**src/rtl/bmc_heartbeat_monitor.sv**
```systemverilog
// bmc_heartbeat_monitor: qualifies the BMC heartbeat pin (BMC_GPIO0, ~1 Hz).
// The pin is synchronised and deglitched on the 1 ms tick. The monitor
// measures the rising-to-rising period in ms and reports the heartbeat as
// alive or lost to the BIOS failover FSM.
// Optional build macro: HB_STICKY_LOST_EN. When it is defined, ST_LOST is
// absorbing and only rst exits it.
module bmc_heartbeat_monitor #(
  parameter int DEGLITCH_MS   = 3,
  parameter int MIN_PERIOD_MS = 800,
  parameter int MAX_PERIOD_MS = 1200,
  parameter int GOOD_CNT      = 3,
  parameter int TIMEOUT_MS    = 120000
) (
  input  logic        clk,
  input  logic        rst,
  input  logic        ms_tick,
  input  logic        hb_in,
  output logic        hb_alive,
  output logic        hb_lost,
  output logic        lost_pulse,
  output logic [11:0] period_ms
);

  localparam int DGW = (DEGLITCH_MS < 1) ? 1 : $clog2(DEGLITCH_MS + 1);
  localparam logic [DGW-1:0] DG_LIM  = DGW'(DEGLITCH_MS);
  localparam logic [11:0]    MIN_P   = 12'(MIN_PERIOD_MS);
  localparam logic [11:0]    MAX_P   = 12'(MAX_PERIOD_MS);
  localparam logic [11:0]    PER_SAT = 12'(MAX_PERIOD_MS + 1);
  localparam logic [16:0]    TO_LIM  = 17'(TIMEOUT_MS);
  localparam logic [3:0]     GR_GOOD = 4'(GOOD_CNT);

  typedef enum logic [1:0] {
    ST_ACQUIRE = 2'd0,
    ST_ALIVE   = 2'd1,
    ST_LOST    = 2'd2
  } state_e;

  logic           sync1_q, hb_s_q;
  logic           filt_q, filt_d;
  logic [DGW-1:0] dg_cnt_q, dg_cnt_d;
  logic           rise_q, rise_d;
  logic [11:0]    per_cnt_q, per_cnt_d;
  logic           first_seen_q, first_seen_d;
  logic [11:0]    period_q, period_d;
  logic [16:0]    sil_cnt_q, sil_cnt_d;
  logic [3:0]     good_run_q, good_run_d;
  state_e         state_q, state_d;
  logic           hb_alive_q, hb_lost_q, lost_pulse_q;
  logic           scored, in_range, good, bad, timeout;

  // Two-flop synchroniser for the asynchronous pin.
  always_ff @(posedge clk) begin
    if (rst) begin
      sync1_q <= 1'b0;
      hb_s_q  <= 1'b0;
    end else begin
      sync1_q <= hb_in;
      hb_s_q  <= sync1_q;
    end
  end

  // Deglitch: a new level must persist DEGLITCH_MS ticks before it is accepted.
  always_comb begin
    filt_d   = filt_q;
    dg_cnt_d = dg_cnt_q;
    if (hb_s_q == filt_q) begin
      dg_cnt_d = '0;
    end else if (dg_cnt_q == DG_LIM) begin
      filt_d   = ~filt_q;
      dg_cnt_d = '0;
    end else if (ms_tick) begin
      dg_cnt_d = dg_cnt_q + DGW'(1);
    end
    rise_d = filt_d & ~filt_q;
  end

  // Period measurement, scoring, and the silence counter.
  always_comb begin
    in_range     = (per_cnt_q >= MIN_P) && (per_cnt_q <= MAX_P);
    scored       = rise_q & first_seen_q;
    good         = scored & in_range;
    bad          = scored & ~in_range;
    timeout      = (sil_cnt_q == TO_LIM);
    first_seen_d = first_seen_q | rise_q;
    period_d     = scored ? per_cnt_q : period_q;
    per_cnt_d    = per_cnt_q;
    if (rise_q)
      per_cnt_d = '0;
    else if (ms_tick && (per_cnt_q < PER_SAT))
      per_cnt_d = per_cnt_q + 12'd1;
    sil_cnt_d = sil_cnt_q;
    if (good)
      sil_cnt_d = '0;
    else if (ms_tick && (sil_cnt_q < TO_LIM))
      sil_cnt_d = sil_cnt_q + 17'd1;
  end

  // Datapath registers for the filter, the edge detector and the counters.
  always_ff @(posedge clk) begin
    if (rst) begin
      filt_q       <= 1'b0;
      dg_cnt_q     <= '0;
      rise_q       <= 1'b0;
      per_cnt_q    <= '0;
      first_seen_q <= 1'b0;
      period_q     <= '0;
      sil_cnt_q    <= '0;
    end else begin
      filt_q       <= filt_d;
      dg_cnt_q     <= dg_cnt_d;
      rise_q       <= rise_d;
      per_cnt_q    <= per_cnt_d;
      first_seen_q <= first_seen_d;
      period_q     <= period_d;
      sil_cnt_q    <= sil_cnt_d;
    end
  end

  // Next-state logic. A good period always beats timeout in the same cycle.
  always_comb begin
    state_d    = state_q;
    good_run_d = good_run_q;
    case (state_q)
      ST_ACQUIRE: begin
        if (good) begin
          good_run_d = good_run_q + 4'd1;
          if (good_run_q + 4'd1 >= GR_GOOD) state_d = ST_ALIVE;
        end else begin
          if (bad) good_run_d = '0;
          if (timeout) state_d = ST_LOST;
        end
      end
      ST_ALIVE: begin
        if (!good) begin
          if (bad) begin
            state_d    = ST_ACQUIRE;
            good_run_d = '0;
          end
          if (timeout) state_d = ST_LOST;
        end
      end
      ST_LOST: begin
`ifdef HB_STICKY_LOST_EN
        state_d = ST_LOST;
`else
        if (good) begin
          good_run_d = 4'd1;
          state_d    = (4'd1 >= GR_GOOD) ? ST_ALIVE : ST_ACQUIRE;
        end
`endif
      end
      default: begin
        state_d    = ST_ACQUIRE;
        good_run_d = '0;
      end
    endcase
  end

  // FSM state and its registered output decodes.
  always_ff @(posedge clk) begin
    if (rst) begin
      state_q      <= ST_ACQUIRE;
      good_run_q   <= '0;
      hb_alive_q   <= 1'b0;
      hb_lost_q    <= 1'b0;
      lost_pulse_q <= 1'b0;
    end else begin
      state_q      <= state_d;
      good_run_q   <= good_run_d;
      hb_alive_q   <= (state_d == ST_ALIVE);
      hb_lost_q    <= (state_d == ST_LOST);
      lost_pulse_q <= (state_d == ST_LOST) && (state_q != ST_LOST);
    end
  end

  assign hb_alive   = hb_alive_q;
  assign hb_lost    = hb_lost_q;
  assign lost_pulse = lost_pulse_q;
  assign period_ms  = period_q;

endmodule

```
**config.mk**
```make
export PLATFORM = sky130hd
export DESIGN_NAME = bmc_heartbeat_monitor
export DESIGN_NICKNAME = d
export VERILOG_FILES = /design/src/rtl/bmc_heartbeat_monitor.sv
export SDC_FILE = /design/constraint.sdc
export NUM_CORES = 1
export LEC_CHECK = 0
export ABC_AREA = 1
export CORE_MARGIN = 1
export CORE_UTILIZATION = 45
export CTS_BUF_LIST = sky130_fd_sc_hd__clkbuf_4 sky130_fd_sc_hd__clkbuf_8
export CTS_CLUSTER_SIZE = 24
export DETAILED_ROUTE_END_ITERATION = 7
export SETUP_SLACK_MARGIN = 0.4
export SYNTH_ARGS = -nofsm -noshare
export SYNTH_HDL_FRONTEND = slang
export SYNTH_SLANG_ARGS = --single-unit
```
**constraint.sdc**
```tcl
create_clock -name clk -period 1.8 [get_ports clk]
set_clock_uncertainty 0.05 [all_clocks]
set_input_delay 0.18 -clock clk [delete_from_list [all_inputs] [get_ports clk]]
set_output_delay 0.18 -clock clk [all_outputs]
set_load 0.01 [all_outputs]
```
==> flow_summary.yaml, run 1 <==
worst_setup_path:
  cp_max_fo: 7
  endpoint_kind: "flip-flop"
  arrival_ns: 1.74
  worstPathRequired_ns: 2.02
  cp-start-kind: "flip-flop"
  critical_path_class: "reg2reg"
  crit_path_top_delay_cell: "dfxtp_4"
  crit_path_cell_trace: "inv_4 > nand2_1 > nor2_2 > nand3_4 > nand4_4 > nand2_4 > buf_6 > a21oi_2"
  crit_path_max_incr_delay_ns: 0.37
route:
  detail-route-antenna-nets: 0
  routedWlPerCell_um: 14.3
  num_vias: 2784
  vias_per_cell: 5.22
  drc: 0
  drt-total-wl_um: 7620
  drt-pass1-iter-count: 4
  drt_iter0_drc: 157
floorplanning:
  die_w_um: 82.6
  coreArea_mm2: 0.00631
  ios: 19
  start_util: 0.463
  rows: 29
  die_h_um: 82.6
  die-area_mm2: 0.00683
finish:
  areaGrowthSynthToFinish_pct: 37.7
  layout-drive-gt1-share: 0.364
  finish.utilization: 0.638
  nets: 464
  diodes: 0
  instances_no_fill: 533
synth:
  synth_edf_count: 0
  synth_area_mm2: 0.00293
  synth_cells: 394
  yosysSeqAreaShare: 0.390
  synth_common_cells: "nand2_1, dfxtp_1, a21oi_1"
  ys_types: 38
  yosysMostFrequentCell: "nand2_1"
  syn_area_per_cell_um2: 7.42
  synth_top_area_cell: "dfxtp_1"
  synthFlopType: "dfxtp_1"
  ys_warn_count: 0
  async_flop_share: 0
  synth.top_cell.area_share: 0.390
  ys_ff_latch: 57
  synth_fp_nets: 405
  synthTopCellsByArea: "dfxtp_1, nand2_1, a21oi_1, inv_1, o21ai_0"
global_routing:
  overflow: 0
  grt_pass1_wl_um: 12000
  grt_max_degree: 24
  grt_pass1_vias: 2496
  track_usage: 0.241
  antenna_found_initial: 0
sta:
  slew-limit-headroom: 0.716
  tns_ns: 0
  rsz0062_at_grt: "true"
  fin_ws_ns: 0.280
  tightestPinTransition_ns: 0.422
  post-route-min-period_ns: 1.52
  min_period_over_period: 0.845
  finalSetupViolCount: 0
  hold_slack_ns: 0.339
  finalMaxSlewViolations: 0
  hold_violations: 0
  max_freq_mhz: 658
clocking:
  cts_tree: "done"
  cts-root-buf: "clkbuf_8"
  clk_pin_slew_ns: 0.07
  clockBufferDepth: 2
  clock_sinks: 57
  cts_buffers: 9
  htreeDepth: 3
  insertion_delay_ns: 0.35
flow_run:
  timing.max_cap.violations: 0
place:
  dp_cells: 490
  dp_slack_ns: 0.0798
  gp_congestion: 0.874
  io_buffers: 18
  post-dp-hpwl_um: 4730
pwr:
  power_leakage_nw: 1.66
  p_per_area_mw_per_mm2: 703
  peakVddDrop_v: 0.000438
min_path:
  holdCritPathClass: "in2reg"
outcome:
  status: "completed"
==> per-layer routing <==
metal  global-route usage  part of all wire  wire length [µm]
met1                0.315              0.48              3660
met3               0.0440             0.029               223
met4                0.117             0.024               180
met5                    0                 0                 0
met2                0.380              0.47              3550
==> final cells by class <==
class | count | area, µm²
fillers | 551 | 2290
multi-input cells | 279 | 1840
repair buffers | 57 | 485
clock inverters | 3 | 65.1
clock buffers | 11 | 151
inverters | 49 | 210
well taps | 77 | 96.3
flip-flops and latches | 57 | 1180
==> metrics by stage <==
stage	area (µm²)	total power, mW
after floorplan	2970	1.39
after global routing	4030	2.92
final	4030	2.83
after detailed placement	3260	1.43
after global placement	3260	1.43
after CTS	3890	2.84
==> worst max-delay path, delay by kind of cell, from the launching register on <==
| family | cells | cell delay, ns |
|---|---|---|
| AND/OR/NAND/NOR | 5 | 0.69 |
| flip-flops | 1 | 0.37 |
| buffers and inverters | 2 | 0.23 |
| AO/OA/AOI/OAI | 1 | 0.11 |
==> registers in the layout (all words and copies together), names as in the netlist <==
signal	cells
hb_lost	1
sync1_q	1
hb_alive	1
state_q	2
rise_q	1
first_seen_q	1
sil_cnt_q	17
dg_cnt_q	2
period_ms	12
good_run_q	4
lost_pulse	1
filt_q	1
hb_s_q	1
per_cnt_q	12
==> report_power, final <==
group | total (mW) | switching [mW] | internal (mW)
clock network | 1.36 | 0.526 | 0.838
logic | 0.192 | 0.107 | 0.0852
registers | 1.28 | 0.0105 | 1.27
==> repair_timing <==
item,CTS,global route
hold buffers,0,0
pin swaps,21,18
cloned,1,0
buffers inserted,25,3
resized for setup,94,33
setup endpoints to repair,54,41
==> logic make-up (layout without fill, tap and decap cells) <==
logic type,count (synthesis),in the layout,synth area share
AOI/OAI and AO/OA,75,75,0.138
xor gates and xnor gates,17,17,0.0509
adders and majority gates,7,7,0.0299
buffers and inverters,58,120,0.0868
DFF,57,57,0.390
and+or+nand+nor,180,180,0.304
==> final timing paths <==
| kind | start | endpoint | slack (ns) | cells after the start |
|---|---|---|---|---|
| setup reg to reg | per_cnt_q[6] | sil_cnt_q[12] | 0.28 | 8 |
| hold reg to reg | sync1_q | hb_s_q | 0.35 | 2 |
| setup / recovery | per_cnt_q[6] | sil_cnt_q[12] | 0.28 | 8 |
| hold / removal | hb_in | sync1_q | 0.34 | 3 |
==> placed cells by master, fill, tap and decap left out, types with 5 or more instances in the layout <==
| cell | n |
|---|---|
| xor2_1 | 13 |
| nand3_1 | 15 |
| nor2_1 | 27 |
| nor2_2 | 5 |
| dlygate4sd2_1 | 15 |
| nand2_1 | 74 |
| buf_4 | 29 |
| nand2_4 | 9 |
| nand2_2 | 10 |
| dfxtp_2 | 15 |
| nor3_4 | 5 |
| a21oi_2 | 18 |
| nand4_1 | 11 |
| buf_6 | 9 |
| a21oi_1 | 25 |
| inv_2 | 8 |
| o21ai_0 | 21 |
| dfxtp_4 | 6 |
| clkbuf_8 | 11 |
| dfxtp_1 | 36 |
| inv_4 | 8 |
| inv_1 | 30 |
No activity file was read; power rests on OpenSTA's default activity.
==> inputs of run 2 (changes only) <==
==> constraint.sdc (replaced) <==
create_clock -name clk -period 1.4 [get_ports clk]
set_clock_uncertainty 0.05 [all_clocks]
set_input_delay 0.14 -clock clk [delete_from_list [all_inputs] [get_ports clk]]
set_output_delay 0.14 -clock clk [all_outputs]
set_load 0.01 [all_outputs]
==> flow_summary.yaml, run 2 (same netlist as run 1, synthesis figures left out) <==
outcome:
  status: "finished, violations left"
  violations: "setup timing"
flow_run:
  timing.max_cap.violations: 0
worst_setup_path:
  critical_path_class: "reg2reg"
  endpoint_kind: "flip-flop"
  reg2reg_from: "sil_cnt_q[0]"
  r2r_cells: 6
  r2r_slack_ns: -0.12
  timing.rr.end: "state_q[1]"
  cp_max_fo: 4
  cp-start-kind: "flip-flop"
  worstPathRequired_ns: 1.62
  arrival_ns: 1.74
  startpoint: "sil_cnt_q[0]"
min_path:
  min_path_cells: 4
  holdCritPathClass: "in2reg"
  worst_hold_startpoint: "rst"
  worstHoldEndpoint: "sil_cnt_q[3]"
route:
  wl_met3_um: 283
  vias_per_cell: 5.21
  num_vias: 3030
  detail-route-antenna-nets: 0
  wl_met1_um: 3480
  drt-total-wl_um: 8370
  routedWlPerCell_um: 14.4
  drt_iter0_drc: 92
  top_layer: "met4"
  drt-pass1-iter-count: 4
  wl_met2_um: 4470
  drc: 0
clocking:
  clockBufferDepth: 2
  cts_tree: "done"
  htreeDepth: 3
  insertion_delay_ns: 0.35
  cts-root-buf: "clkbuf_8"
  clk_pin_slew_ns: 0.07
  cts_buffers: 9
  clock_sinks: 57
global_routing:
  grt_max_degree: 25
  antenna_found_initial: 0
  grt_pass1_wl_um: 12200
  grt_pass1_vias: 2682
  overflow: 0
  track_usage: 0.242
finish:
  nets: 511
  largest-register: "sil_cnt_q"
  finish.utilization: 0.727
  largest_reg_flops: 17
  areaGrowthSynthToFinish_pct: 57.0
  layout-drive-gt1-share: 0.533
  diodes: 0
  final_common_cell: "buf_4"
  mostFrequentLayoutCells: "buf_4, nand2_1, dfxtp_2, inv_1, nor2_1"
  instances_no_fill: 582
place:
  io_buffers: 18
  dp_cells: 545
  post-dp-hpwl_um: 5230
  gp_congestion: 0.902
  dp_slack_ns: -0.127
sta:
  max_freq_mhz: 658
  min_period_over_period: 1.09
  post-route-min-period_ns: 1.52
  tns_ns: -1.93
  hold_violations: 0
  finalMaxSlewViolations: 0
  fin_ws_ns: -0.121
  finalSetupViolCount: 34
  tightestPinTransition_ns: 0.306
  rsz0062_at_grt: "true"
  slew-limit-headroom: 0.795
floorplanning:
  die_w_um: 82.6
  die-area_mm2: 0.00683
  rows: 29
  coreArea_mm2: 0.00631
  ios: 19
  die_h_um: 82.6
  start_util: 0.463
pwr:
  power.share.switching: 0.255
  pwr-share-seq: 0.493
  pwr-share-clk: 0.422
  peakVddDrop_v: 0.000584
  p_per_area_mw_per_mm2: 723
  internal_power_mw: 2.47
  switchingPower_mw: 0.847
  power_leakage_nw: 1.86
  p_comb_frac: 0.086
## run 2: cell types whose count changed in the layout (fill, tap and decap cells not counted), sizes merged, moves of 2 or more
cell,previous run,this run
clkinv,3,5
buf,39,98
clkbuf,11,13
inv,47,49
dlygate4sd2,15,0
bufinv,2,0
## run 2: what timing repair did
action	CTS	global route
setup buffers	8	10
setup endpoints to repair	66	69
hold buffers	0	0
gates resized for setup	139	81
hold endpoints to repair	0	0
pin swaps	20	16
cloned	2	1
## run 2: how the worst max path moves through the flow
stage	end	slack, ns	cells after the start
floorplan	good_run_q[0]	-0.04	10
global placement	good_run_q[0]	-0.10	9
detailed placement	sil_cnt_q[15]	-0.13	8
CTS	per_cnt_q[7]	-0.08	11
global route	per_cnt_q[7]	-0.18	11
finish	state_q[1]	-0.12	6
## run 2: layout make-up
type	count	area (µm²)
repair inverters	1	3.75
well taps	77	96.3
flip-flops and latches	57	1210
clock inverters	4	20.0
clock buffers	12	153
repair buffers	102	945
inverters	49	211
fillers	484	1720
multi-input cells	280	1950
## run 2: power by group through the flow
stage	Clock [mW]	Sequential, mW	Combinational [mW]
after floorplan	0	1.68	0.110
after global placement	0	1.68	0.203
after detailed placement	0	1.68	0.205
after CTS	1.41	1.65	0.254
after global routing	1.48	1.64	0.304
final	1.40	1.64	0.284
## run 2: routing by layer
layer | vias up | global-route usage
met1 | 1455 | 0.274
li1 | 1508 | -
met3 | 13 | 0.0670
met5 | - | 0
met4 | 0 | 0.0724
met2 | 54 | 0.440
## run 2: through the flow
stage               power (mW)  hold slack [ns]  area (µm²)
floorplan                 1.79            0.167        3030
global placement          1.89            0.340        3740
detailed placement        1.89            0.360        3740
CTS                       3.31            0.258        4200
global route              3.42            0.261        4590
finish                    3.32            0.251        4590
## run 2: critical path: stages (launching register included)
cell and delay [ns]:
dfxtp_4 0.37, inv_4 0.07, ha_4 0.12, nand4_1 0.12, nor3_2 0.34, nand2_2 0.15, a211oi_2 0.22
==> inputs of run 3 (changes only) <==
--- a/config.mk
+++ b/config.mk
@@ -6,6 +6,7 @@
 export NUM_CORES = 1
 export LEC_CHECK = 0
 export ABC_AREA = 1
+export CAP_MARGIN = 25
 export CORE_MARGIN = 1
 export CORE_UTILIZATION = 45
 export CTS_BUF_LIST = sky130_fd_sc_hd__clkbuf_4 sky130_fd_sc_hd__clkbuf_8
==> results of run 3 <==
Final layout, timing and power as in run 2 (identical DEF).
